File: src/rtl/cordic_share_arb_if.sv
// Client/core bundle for the shared CORDIC arbiter.
// slave = arbiter side, master = clients plus core instances.
interface cordic_share_arb_if #(
  parameter int NC          = 2,
  parameter int DATA_WIDTH  = 16,
  parameter int ANGLE_WIDTH = 16
);
  logic [NC-1:0]             req;
  logic [NC-1:0]             gnt;
  logic [NC-1:0]             c_vec_en;
  logic [NC*DATA_WIDTH-1:0]  c_vec_xin;
  logic [NC*DATA_WIDTH-1:0]  c_vec_yin;
  logic [NC-1:0]             c_vec_angle_calc_en;
  logic [NC-1:0]             c_rot_en;
  logic [NC*DATA_WIDTH-1:0]  c_rot_xin;
  logic [NC*DATA_WIDTH-1:0]  c_rot_yin;
  logic [NC*ANGLE_WIDTH-1:0] c_rot_angle_in;
  logic [NC-1:0]             c_rot_angle_microRot_n;
  logic [NC*2-1:0]           c_rot_quad_in;
  logic                      vec_en;
  logic [DATA_WIDTH-1:0]     vec_xin;
  logic [DATA_WIDTH-1:0]     vec_yin;
  logic                      vec_angle_calc_en;
  logic                      rot_en;
  logic [DATA_WIDTH-1:0]     rot_xin;
  logic [DATA_WIDTH-1:0]     rot_yin;
  logic [ANGLE_WIDTH-1:0]    rot_angle_in;
  logic                      rot_angle_microRot_n;
  logic [1:0]                rot_quad_in;
  logic                      vec_opvld_in;
  logic                      rot_opvld_in;
  logic [NC-1:0]             c_vec_opvld;
  logic [NC-1:0]             c_rot_opvld;
  logic                      busy;
  logic [2:0]                err;

  modport slave (
    input  req, c_vec_en, c_vec_xin, c_vec_yin,
    input  c_vec_angle_calc_en, c_rot_en,
    input  c_rot_xin, c_rot_yin, c_rot_angle_in,
    input  c_rot_angle_microRot_n, c_rot_quad_in,
    input  vec_opvld_in, rot_opvld_in,
    output gnt, vec_en, vec_xin, vec_yin,
    output vec_angle_calc_en, rot_en,
    output rot_xin, rot_yin, rot_angle_in,
    output rot_angle_microRot_n, rot_quad_in,
    output c_vec_opvld, c_rot_opvld, busy, err
  );

  modport master (
    output req, c_vec_en, c_vec_xin, c_vec_yin,
    output c_vec_angle_calc_en, c_rot_en,
    output c_rot_xin, c_rot_yin, c_rot_angle_in,
    output c_rot_angle_microRot_n, c_rot_quad_in,
    output vec_opvld_in, rot_opvld_in,
    input  gnt, vec_en, vec_xin, vec_yin,
    input  vec_angle_calc_en, rot_en,
    input  rot_xin, rot_yin, rot_angle_in,
    input  rot_angle_microRot_n, rot_quad_in,
    input  c_vec_opvld, c_rot_opvld, busy, err
  );
endinterface

File: src/rtl/cordic_share_arb.sv
// Round-robin session arbiter sharing one vectoring and one rotation CORDIC.
// Define ARB_TIMEOUT_EN to add a DRAIN watchdog (TIMEOUT cycles).
module cordic_share_arb #(
  parameter int NC          = 2,
  parameter int DATA_WIDTH  = 16,
  parameter int ANGLE_WIDTH = 16,
  parameter int CNT_WIDTH   = 5,
  parameter int TIMEOUT     = 1023
) (
  input logic              clk,
  input logic              rst_n,
  cordic_share_arb_if.slave bus
);
  localparam int IW = (NC > 1) ? $clog2(NC) : 1;
  localparam logic [CNT_WIDTH-1:0] CMAX = {CNT_WIDTH{1'b1}};

  if (NC < 2 || NC > 4 || TIMEOUT < 1) begin : g_cfg_chk
    $error("cordic_share_arb: unsupported NC or TIMEOUT");
  end

  typedef enum logic [1:0] {IDLE, GRANT, DRAIN} state_t;

  state_t               state, state_nx;
  logic [IW-1:0]        owner, owner_nx;
  logic [IW-1:0]        last_owner, last_nx;
  logic [IW-1:0]        pick, cand;
  logic                 found;
  logic [NC-1:0]        gnt_nx, own;
  logic [CNT_WIDTH-1:0] vec_cnt, rot_cnt;
  logic [CNT_WIDTH-1:0] vec_cnt_nx, rot_cnt_nx;
  logic [2:0]           err_nx;
  logic                 active, vec_iss, rot_iss;
  logic                 vec_ret, rot_ret, timeout, wd_fire;

  assign active  = (state != IDLE);
  assign own     = active ? bus.gnt : '0;
  assign vec_iss = active && bus.c_vec_en[owner];
  assign rot_iss = active && bus.c_rot_en[owner];
  assign vec_ret = bus.vec_opvld_in && (vec_cnt != '0);
  assign rot_ret = bus.rot_opvld_in && (rot_cnt != '0);

  assign bus.busy        = active;
  assign bus.c_vec_opvld = vec_ret ? bus.gnt : '0;
  assign bus.c_rot_opvld = rot_ret ? bus.gnt : '0;

  always_comb begin
    pick  = last_owner;
    cand  = '0;
    found = 1'b0;
    for (int k = 1; k <= NC; k++) begin
      cand = IW'((int'(last_owner) + k) % NC);
      if (!found && bus.req[cand]) begin
        pick  = cand;
        found = 1'b1;
      end
    end
  end

`ifdef ARB_TIMEOUT_EN
  localparam int WW = $clog2(TIMEOUT + 1);
  logic [WW-1:0] wd;

  always_ff @(posedge clk or negedge rst_n) begin
    if (!rst_n) wd <= '0;
    else if (state == DRAIN && state_nx == DRAIN) wd <= wd + 1'b1;
    else wd <= '0;
  end

  assign timeout = (state == DRAIN) && (wd == WW'(TIMEOUT - 1));
`else
  assign timeout = 1'b0;
`endif

  always_comb begin
    state_nx = state;
    owner_nx = owner;
    last_nx  = last_owner;
    gnt_nx   = bus.gnt;
    wd_fire  = 1'b0;
    unique case (state)
      IDLE: if (found) begin
        state_nx = GRANT;
        owner_nx = pick;
        gnt_nx   = NC'(1) << pick;
      end
      GRANT: if (!bus.req[owner]) state_nx = DRAIN;
      DRAIN: begin
        if (bus.req[owner]) begin
          state_nx = GRANT;
        end else if (vec_cnt == '0 && rot_cnt == '0) begin
          state_nx = IDLE;
          gnt_nx   = '0;
          last_nx  = owner;
        end else if (timeout) begin
          state_nx = IDLE;
          gnt_nx   = '0;
          last_nx  = owner;
          wd_fire  = 1'b1;
        end
      end
      default: state_nx = IDLE;
    endcase

    // saturated counters hold; returns at zero are dropped
    vec_cnt_nx = vec_cnt;
    if (vec_iss && !vec_ret && vec_cnt != CMAX) vec_cnt_nx = vec_cnt + 1'b1;
    else if (!vec_iss && vec_ret) vec_cnt_nx = vec_cnt - 1'b1;
    rot_cnt_nx = rot_cnt;
    if (rot_iss && !rot_ret && rot_cnt != CMAX) rot_cnt_nx = rot_cnt + 1'b1;
    else if (!rot_iss && rot_ret) rot_cnt_nx = rot_cnt - 1'b1;
    if (wd_fire) begin
      vec_cnt_nx = '0;
      rot_cnt_nx = '0;
    end

    err_nx    = bus.err;
    err_nx[0] = bus.err[0] | (|((bus.c_vec_en | bus.c_rot_en) & ~own));
    err_nx[1] = bus.err[1]
              | (bus.vec_opvld_in && vec_cnt == '0)
              | (bus.rot_opvld_in && rot_cnt == '0);
    err_nx[2] = bus.err[2] | wd_fire
              | (vec_iss && !vec_ret && vec_cnt == CMAX)
              | (rot_iss && !rot_ret && rot_cnt == CMAX);
  end

  always_ff @(posedge clk or negedge rst_n) begin
    if (!rst_n) begin
      state                    <= IDLE;
      owner                    <= '0;
      last_owner               <= IW'(NC - 1);
      vec_cnt                  <= '0;
      rot_cnt                  <= '0;
      bus.gnt                  <= '0;
      bus.err                  <= '0;
      bus.vec_en               <= 1'b0;
      bus.vec_xin              <= '0;
      bus.vec_yin              <= '0;
      bus.vec_angle_calc_en    <= 1'b0;
      bus.rot_en               <= 1'b0;
      bus.rot_xin              <= '0;
      bus.rot_yin              <= '0;
      bus.rot_angle_in         <= '0;
      bus.rot_angle_microRot_n <= 1'b0;
      bus.rot_quad_in          <= '0;
    end else begin
      state      <= state_nx;
      owner      <= owner_nx;
      last_owner <= last_nx;
      vec_cnt    <= vec_cnt_nx;
      rot_cnt    <= rot_cnt_nx;
      bus.gnt    <= gnt_nx;
      bus.err    <= err_nx;
      bus.vec_en <= vec_iss;
      bus.rot_en <= rot_iss;
      if (active) begin
        bus.vec_xin <= bus.c_vec_xin[owner*DATA_WIDTH +: DATA_WIDTH];
        bus.vec_yin <= bus.c_vec_yin[owner*DATA_WIDTH +: DATA_WIDTH];
        bus.vec_angle_calc_en <= bus.c_vec_angle_calc_en[owner];
        bus.rot_xin <= bus.c_rot_xin[owner*DATA_WIDTH +: DATA_WIDTH];
        bus.rot_yin <= bus.c_rot_yin[owner*DATA_WIDTH +: DATA_WIDTH];
        bus.rot_angle_in <=
          bus.c_rot_angle_in[owner*ANGLE_WIDTH +: ANGLE_WIDTH];
        bus.rot_angle_microRot_n <= bus.c_rot_angle_microRot_n[owner];
        bus.rot_quad_in <= bus.c_rot_quad_in[owner*2 +: 2];
      end
    end
  end
endmodule

File: src/flat_wrapper.sv
// flat-port wrapper written by rule: the top's interface ports become plain ports
module cordic_share_arb_flat 
#(
  parameter int NC          = 2,
  parameter int DATA_WIDTH  = 16,
  parameter int ANGLE_WIDTH = 16,
  parameter int CNT_WIDTH   = 5,
  parameter int TIMEOUT     = 1023
)
  (clk, rst_n, bus_req, bus_c_vec_en, bus_c_vec_xin, bus_c_vec_yin, bus_c_vec_angle_calc_en, bus_c_rot_en, bus_c_rot_xin, bus_c_rot_yin, bus_c_rot_angle_in, bus_c_rot_angle_microRot_n, bus_c_rot_quad_in, bus_vec_opvld_in, bus_rot_opvld_in, bus_gnt, bus_vec_en, bus_vec_xin, bus_vec_yin, bus_vec_angle_calc_en, bus_rot_en, bus_rot_xin, bus_rot_yin, bus_rot_angle_in, bus_rot_angle_microRot_n, bus_rot_quad_in, bus_c_vec_opvld, bus_c_rot_opvld, bus_busy, bus_err);
  cordic_share_arb_if #(.NC(NC), .DATA_WIDTH(DATA_WIDTH), .ANGLE_WIDTH(ANGLE_WIDTH)) bus_i ();
  input logic clk;
  input logic rst_n;
  input wire logic [$bits(bus_i.req)-1:0] bus_req;
  input wire logic [$bits(bus_i.c_vec_en)-1:0] bus_c_vec_en;
  input wire logic [$bits(bus_i.c_vec_xin)-1:0] bus_c_vec_xin;
  input wire logic [$bits(bus_i.c_vec_yin)-1:0] bus_c_vec_yin;
  input wire logic [$bits(bus_i.c_vec_angle_calc_en)-1:0] bus_c_vec_angle_calc_en;
  input wire logic [$bits(bus_i.c_rot_en)-1:0] bus_c_rot_en;
  input wire logic [$bits(bus_i.c_rot_xin)-1:0] bus_c_rot_xin;
  input wire logic [$bits(bus_i.c_rot_yin)-1:0] bus_c_rot_yin;
  input wire logic [$bits(bus_i.c_rot_angle_in)-1:0] bus_c_rot_angle_in;
  input wire logic [$bits(bus_i.c_rot_angle_microRot_n)-1:0] bus_c_rot_angle_microRot_n;
  input wire logic [$bits(bus_i.c_rot_quad_in)-1:0] bus_c_rot_quad_in;
  input wire logic [$bits(bus_i.vec_opvld_in)-1:0] bus_vec_opvld_in;
  input wire logic [$bits(bus_i.rot_opvld_in)-1:0] bus_rot_opvld_in;
  output wire logic [$bits(bus_i.gnt)-1:0] bus_gnt;
  output wire logic [$bits(bus_i.vec_en)-1:0] bus_vec_en;
  output wire logic [$bits(bus_i.vec_xin)-1:0] bus_vec_xin;
  output wire logic [$bits(bus_i.vec_yin)-1:0] bus_vec_yin;
  output wire logic [$bits(bus_i.vec_angle_calc_en)-1:0] bus_vec_angle_calc_en;
  output wire logic [$bits(bus_i.rot_en)-1:0] bus_rot_en;
  output wire logic [$bits(bus_i.rot_xin)-1:0] bus_rot_xin;
  output wire logic [$bits(bus_i.rot_yin)-1:0] bus_rot_yin;
  output wire logic [$bits(bus_i.rot_angle_in)-1:0] bus_rot_angle_in;
  output wire logic [$bits(bus_i.rot_angle_microRot_n)-1:0] bus_rot_angle_microRot_n;
  output wire logic [$bits(bus_i.rot_quad_in)-1:0] bus_rot_quad_in;
  output wire logic [$bits(bus_i.c_vec_opvld)-1:0] bus_c_vec_opvld;
  output wire logic [$bits(bus_i.c_rot_opvld)-1:0] bus_c_rot_opvld;
  output wire logic [$bits(bus_i.busy)-1:0] bus_busy;
  output wire logic [$bits(bus_i.err)-1:0] bus_err;
  assign bus_i.req = bus_req;
  assign bus_i.c_vec_en = bus_c_vec_en;
  assign bus_i.c_vec_xin = bus_c_vec_xin;
  assign bus_i.c_vec_yin = bus_c_vec_yin;
  assign bus_i.c_vec_angle_calc_en = bus_c_vec_angle_calc_en;
  assign bus_i.c_rot_en = bus_c_rot_en;
  assign bus_i.c_rot_xin = bus_c_rot_xin;
  assign bus_i.c_rot_yin = bus_c_rot_yin;
  assign bus_i.c_rot_angle_in = bus_c_rot_angle_in;
  assign bus_i.c_rot_angle_microRot_n = bus_c_rot_angle_microRot_n;
  assign bus_i.c_rot_quad_in = bus_c_rot_quad_in;
  assign bus_i.vec_opvld_in = bus_vec_opvld_in;
  assign bus_i.rot_opvld_in = bus_rot_opvld_in;
  assign bus_gnt = bus_i.gnt;
  assign bus_vec_en = bus_i.vec_en;
  assign bus_vec_xin = bus_i.vec_xin;
  assign bus_vec_yin = bus_i.vec_yin;
  assign bus_vec_angle_calc_en = bus_i.vec_angle_calc_en;
  assign bus_rot_en = bus_i.rot_en;
  assign bus_rot_xin = bus_i.rot_xin;
  assign bus_rot_yin = bus_i.rot_yin;
  assign bus_rot_angle_in = bus_i.rot_angle_in;
  assign bus_rot_angle_microRot_n = bus_i.rot_angle_microRot_n;
  assign bus_rot_quad_in = bus_i.rot_quad_in;
  assign bus_c_vec_opvld = bus_i.c_vec_opvld;
  assign bus_c_rot_opvld = bus_i.c_rot_opvld;
  assign bus_busy = bus_i.busy;
  assign bus_err = bus_i.err;
  cordic_share_arb #(.NC(NC), .DATA_WIDTH(DATA_WIDTH), .ANGLE_WIDTH(ANGLE_WIDTH), .CNT_WIDTH(CNT_WIDTH), .TIMEOUT(TIMEOUT)) u_core (.clk(clk), .rst_n(rst_n), .bus(bus_i));
endmodule
File: config.mk
export PLATFORM = sky130hd
export DESIGN_NAME = cordic_share_arb_flat
export DESIGN_NICKNAME = d
export VERILOG_FILES = /design/src/rtl/cordic_share_arb_if.sv /design/src/rtl/cordic_share_arb.sv /design/src/flat_wrapper.sv
export SDC_FILE = /design/constraint.sdc
export NUM_CORES = 1
export LEC_CHECK = 0
export ABC_AREA = 0
export CORE_UTILIZATION = 40
export CTS_BUF_LIST = sky130_fd_sc_hd__clkbuf_8
export CTS_CLUSTER_DIAMETER = 150
export DETAILED_ROUTE_END_ITERATION = 7
export HOLD_SLACK_MARGIN = 0.08
export PLACE_DENSITY = 0.83
export SLEW_MARGIN = 25
export SYNTH_ARGS = -nofsm -noshare
export SYNTH_HDL_FRONTEND = slang
export SYNTH_SLANG_ARGS = --single-unit
File: constraint.sdc
create_clock -name clk -period 3.38 [get_ports clk]
set_input_delay 0.507 -clock clk [delete_from_list [all_inputs] [get_ports clk]]
set_output_delay 0.507 -clock clk [all_outputs]
set_load 0.03 [all_outputs]
# Word level (Yosys, flattened, before mapping)
# Index checks and enable logic that the tools add are counted.
totals:
  input_bits: 178
  word_cells: 121
  regBits: 105
  out_inout_bits: 96
op_classes:
  n_lt_le_gt_ge: 3
  shifts: 7
  muxes: 33
  reduce_logical: 35
  eq_ne: 11
  add_sub_neg: 6
  bitwise_logic: 9
op_table:
  columns: ["op", "n"]
  rows:
  - ["32-bit by 6-bit indexed part select with 16-bit output", 5]
  - ["5-bit two-way mux", 4]
  - ["1-bit two-way mux", 18]
  - ["2-bit two-way mux", 9]
  - ["1-bit logical AND", 16]
  - ["5-bit by 1-bit adder with 5-bit output, second input constant", 2]
  - ["5-bit == test, second input constant", 2]
  - ["5-bit zero test", 2]
  - ["5-bit != test, second input constant", 2]
  - ["5-bit nonzero test", 2]
  - ["5-bit by 1-bit subtractor with 5-bit output, second input constant", 2]
  - ["2-bit nonzero test", 4]
  - ["1-bit by 2-bit less-than comparator with 1-bit output, second input constant", 3]
  - ["2-bit case mux with 3 select lines", 1]
  - ["3-bit AND reduction", 2]
  - ["1-bit zero test", 5]
  - ["1-bit bitwise OR", 5]
  - ["2-bit by 1-bit != test with 1-bit output, second input constant", 2]
  - ["2-bit != test, second input constant", 2]
  - ["2-bit case mux with 2 select lines", 1]
  - ["4-bit AND reduction", 1]
  - ["4-bit by 3-bit indexed part select with 2-bit output", 1]
  - ["3-bit by 1-bit != test with 1-bit output, second input constant", 1]
  - ["1-bit adder, second input constant", 2]
  - ["10 further kinds", 10]

# Logic depth before layout (Yosys ltp)
logic_depth:
  word_depth: 10
  ltp_mapped: 10
  mapped_depth_nobuf: 9

# Least setup slack after synthesis
# No wires, ideal clock.
synth_timing:
  kind: "flip-flop to flip-flop"
  from: "reg u_core.vec_cnt[1]"
  to: "reg u_core.vec_cnt[4]"
  setup_time_ps: 142
  t_arrival_ps: 2418
  path_buffers: 0
  synth_period_minus_slack_ps: 2560
  required_ps: 3238
  path_slack_ps: 820
  stages_incl_launch_ff: 9
  path_cell_list: "dfrtp_1 -> or4_4 -> o21ai_4 -> nand2_1 -> fa_1 -> a21o_1 -> a21oi_1 -> a211o_1 -> o311ai_1"
synth_between:
  elab_chain_cells: 6
  word_cells_on_any_way: 12
  cone_classes: "2 x add/sub; 1 x eq/ne; 2 x mux; 7 x reduce/logical"
synth_lines:
  columns: ["item", "line", "rtl"]
  rows:
  - ["start, declared", "cordic_share_arb.sv:29", "logic [CNT_WIDTH-1:0] vec_cnt, rot_cnt;"]
  - ["start signal, assigned", "cordic_share_arb.sv:149", "vec_cnt <= vec_cnt_nx;"]
  - ["parallel branches: the longest is 6 deep, another holds 5-bit by 1-bit subtractor with 5-bit output", null, null]
# Several ways; the timed one is not identified. The select of a mux whose other input is x is not followed.
# A chain may end at the register's enable or synchronous reset.

# Worst setup path after layout
# Same ends and word-level chain as after synthesis.

==> results.cfg <==
[sta]
hold_viol_final = 0
slew_headroom_pct = 50.7
drv_slew = 0
max_freq_mhz = 337
worst_pin_slew_ns = 0.740
finalCritPeriodShare_pct = 87.7
grt_setup_unrepaired = false
setup_viol = 0
finalHoldWorstSlack_ns = 0.169
period_minus_slack_ns = 2.96
fin_worst_skew_ns = 0.0102
fin_tns_setup_ns = 0

[logic_synthesis]
synth_top_area_share_pct = 50.1
synth_compound_area_share_pct = 14.2
synth_top_family_by_area = multiplexers
synthSimpleGateAreaFrac_pct = 9.93
avgSynthCellArea_um2 = 10.6
synth.cell_area_um2 = 5190
synth_cells = 490
synth-edff-count = 0
synth_top_area_cell = dfrtp_1
synth_cell_types = 48
ys.flop_type = dfrtp_1
synth-seq-cells = 105
synthArstFlopShare_pct = 100
synth.most_common_cell = dfrtp_1
syn_nets = 677
synthXorXnorAreaFrac_pct = 1.01
synthMuxAreaShare_pct = 18.7
synth_common_cells = dfrtp_1 (104), nand2_1 (91), mux2i_1 (89)
yosys_warnings = 0
seq_area_frac_synth_pct = 50.6
synthTopCellsByArea = dfrtp_1 (50%), mux2i_1 (17%), o21ai_0 (8.3%)
yosys.area_share.adder_pct = 2.46

[floorplanning]
rows = 41
io_pins = 274
core_area_um2 = 12600
die_h_um = 116
dieArea_um2 = 13400
die_x_um = 116
start_util_pct = 41.2

[detailed_routing]
viasPerCell = 4.88
wl_met3_mm = 1.20
highest_layer = met4
ant_nets = 0
wl_met1_mm = 5.37
met2_length_mm = 7.46
routed_wirelength_mm = 14.3
drtPass1Iterations = 4
wire_per_inst_um = 15.5
num_vias = 4515
route.detailed.drc = 0
initialDrtViolationCount = 154

[clock_tree]
post_cts.repair.setup_buffers = 0
clk_pin_slew_ns = 0.10
cts_buffers = 9
cts_max_level = 3
tritoncts_num_sinks = 105
cts-root-buf = clkbuf_8
clockBufferDepth = 2
clkLatencyLatePin_ns = 0.36
holdBufCountCts = 0
ctsResizeCount = 0
cts_tree = yes

[critical_path]
crit_required_ns = 3.65
worstReg2RegStart = u_core.vec_cnt[1]
rr_worst_depth = 8
critPathCaptureType = register
setup.worst_path.start = u_core.vec_cnt[1]
cp_max_fo = 6
path_class = register to register
reg2reg_to = u_core.vec_cnt[4]
start_kind = register
arrival_ns = 3.23
r2r_slack_ns = 0.42

[grt]
grtUsageTotal_pct = 20.8
antenna_found_initial = 0
grt_max_degree = 89
grt_pass1_wl_mm = 21.6
grt_overflow = 0
grt_pass1_vias = 4484

[place]
port_buffers = 273
routabilityCongestion = 0.785
place_hpwl_mm = 11.4
place_area_um2 = 8070

[run_status]
status = completed

[final_layout]
syn_to_final_growth_pct = 58.5
final_net_count = 936
utilization_pct = 65.2
num-fill-cells = 1028
diodes = 0
fin_area_um2 = 8230
seqCellArea_um2 = 2630
drive_gt1_share_pct = 4.91
multi_input_area_um2 = 2410

[power]
peakVddDrop_uv = 514
leakagePower_nw = 3.59
totalPowerFinal_w = 0.00787
powerDensity_nw_per_um2 = 956

[worst_hold_path]
hold_class = primary input to asynchronous set/reset pin

[job]
maxCapViolCount = 0
-- through the flow --
step                      std cells  setup slack [ns]
after floorplan                 490             0.820
after global placement          910             0.472
after detailed placement        910             0.239
after CTS                       925             0.406
after global routing            925             0.281
final                           925             0.417
-- registers in the layout (all words and copies together), names as in the netlist --
| register | flops |
|---|---|
| u_core.owner | 1 |
| u_core.bus.vec_yin | 16 |
| u_core.last_owner | 1 |
| u_core.bus.rot_angle_microRot_n | 1 |
| u_core.vec_cnt | 5 |
| u_core.rot_cnt | 5 |
| u_core.bus.err | 3 |
| u_core.state | 2 |
| u_core.bus.rot_quad_in | 2 |
| u_core.bus.rot_en | 1 |
| u_core.bus.rot_yin | 16 |
| u_core.bus.rot_xin | 16 |
| u_core.bus.vec_angle_calc_en | 1 |
| u_core.bus.rot_angle_in | 16 |
| u_core.bus.vec_en | 1 |
| u_core.bus.vec_xin | 16 |
| u_core.bus.gnt | 2 |
-- worst max-delay path, cell delays in order (launching register included) --
cell and delay, ns:
dfrtp_1 0.46, or4_4 0.63, o21ai_4 0.25, nand2_1 0.20, fa_1 0.51, a21o_1 0.20
a211oi_1 0.33, mux2i_1 0.15, o311ai_1 0.12
-- cells in the final DEF, fill, tap and decap left out, types with 2 or more instances in the layout --
| master | count |
|---|---|
| nor2b_1 | 2 |
| a21o_1 | 4 |
| xor2_1 | 2 |
| and4_1 | 2 |
| clkdlybuf4s50_1 | 272 |
| o21ai_0 | 86 |
| nand2_1 | 91 |
| ha_1 | 7 |
| nor2_1 | 9 |
| dfrtp_1 | 103 |
| o21a_1 | 2 |
| o21ai_1 | 2 |
| a21oi_1 | 8 |
| clkinv_2 | 2 |
| a211o_1 | 2 |
| a211oi_1 | 2 |
| mux2_4 | 3 |
| inv_1 | 10 |
| xnor2_1 | 4 |
| a31o_1 | 2 |
| o21a_4 | 2 |
| fa_1 | 2 |
| mux2i_1 | 89 |
| mux2_1 | 3 |
| buf_4 | 5 |
| clkbuf_8 | 10 |
| or4_4 | 2 |
-- cell type report --
class | instances | area share (%)
Timing Repair Buffer | 278 | 33.8
Sequential cell | 105 | 32.0
Multi-Input combinational cell | 346 | 29.3
Tap cell | 172 | 2.61
Clock buffer | 10 | 1.67
Inverter | 9 | 0.410
Clock inverter | 5 | 0.304
-- where the power goes --
group          switching [W]  internal [W]
combinational        0.00278       0.00207
sequential          0.000431       0.00190
clock               0.000407      0.000277
-- cell families (layout without fill, tap and decap cells) --
logic type / after synthesis / after routing
compound gates: 120 / 120
xor+xnor: 6 / 6
fa+ha+maj: 9 / 9
buf+inv: 39 / 302
flops: 105 / 105
mux: 95 / 95
simple gates: 116 / 116
-- how the worst max path moves through the flow --
stage,endpoint
final,u_core.vec_cnt[4]
after global routing,bus_busy
after CTS,bus_busy
after detailed placement,u_core.vec_cnt[4]
after global placement,u_core.vec_cnt[4]
after floorplan,u_core.vec_cnt[4]
-- per-layer routing --
metal,vias to the layer above,global-route usage (%)
li1,2228,-
met1,2098,21.8
met2,166,39.2
met3,23,5.65
met4,0,8.12
met5,-,0
Note: power is estimated with default switching activity, not from simulation.
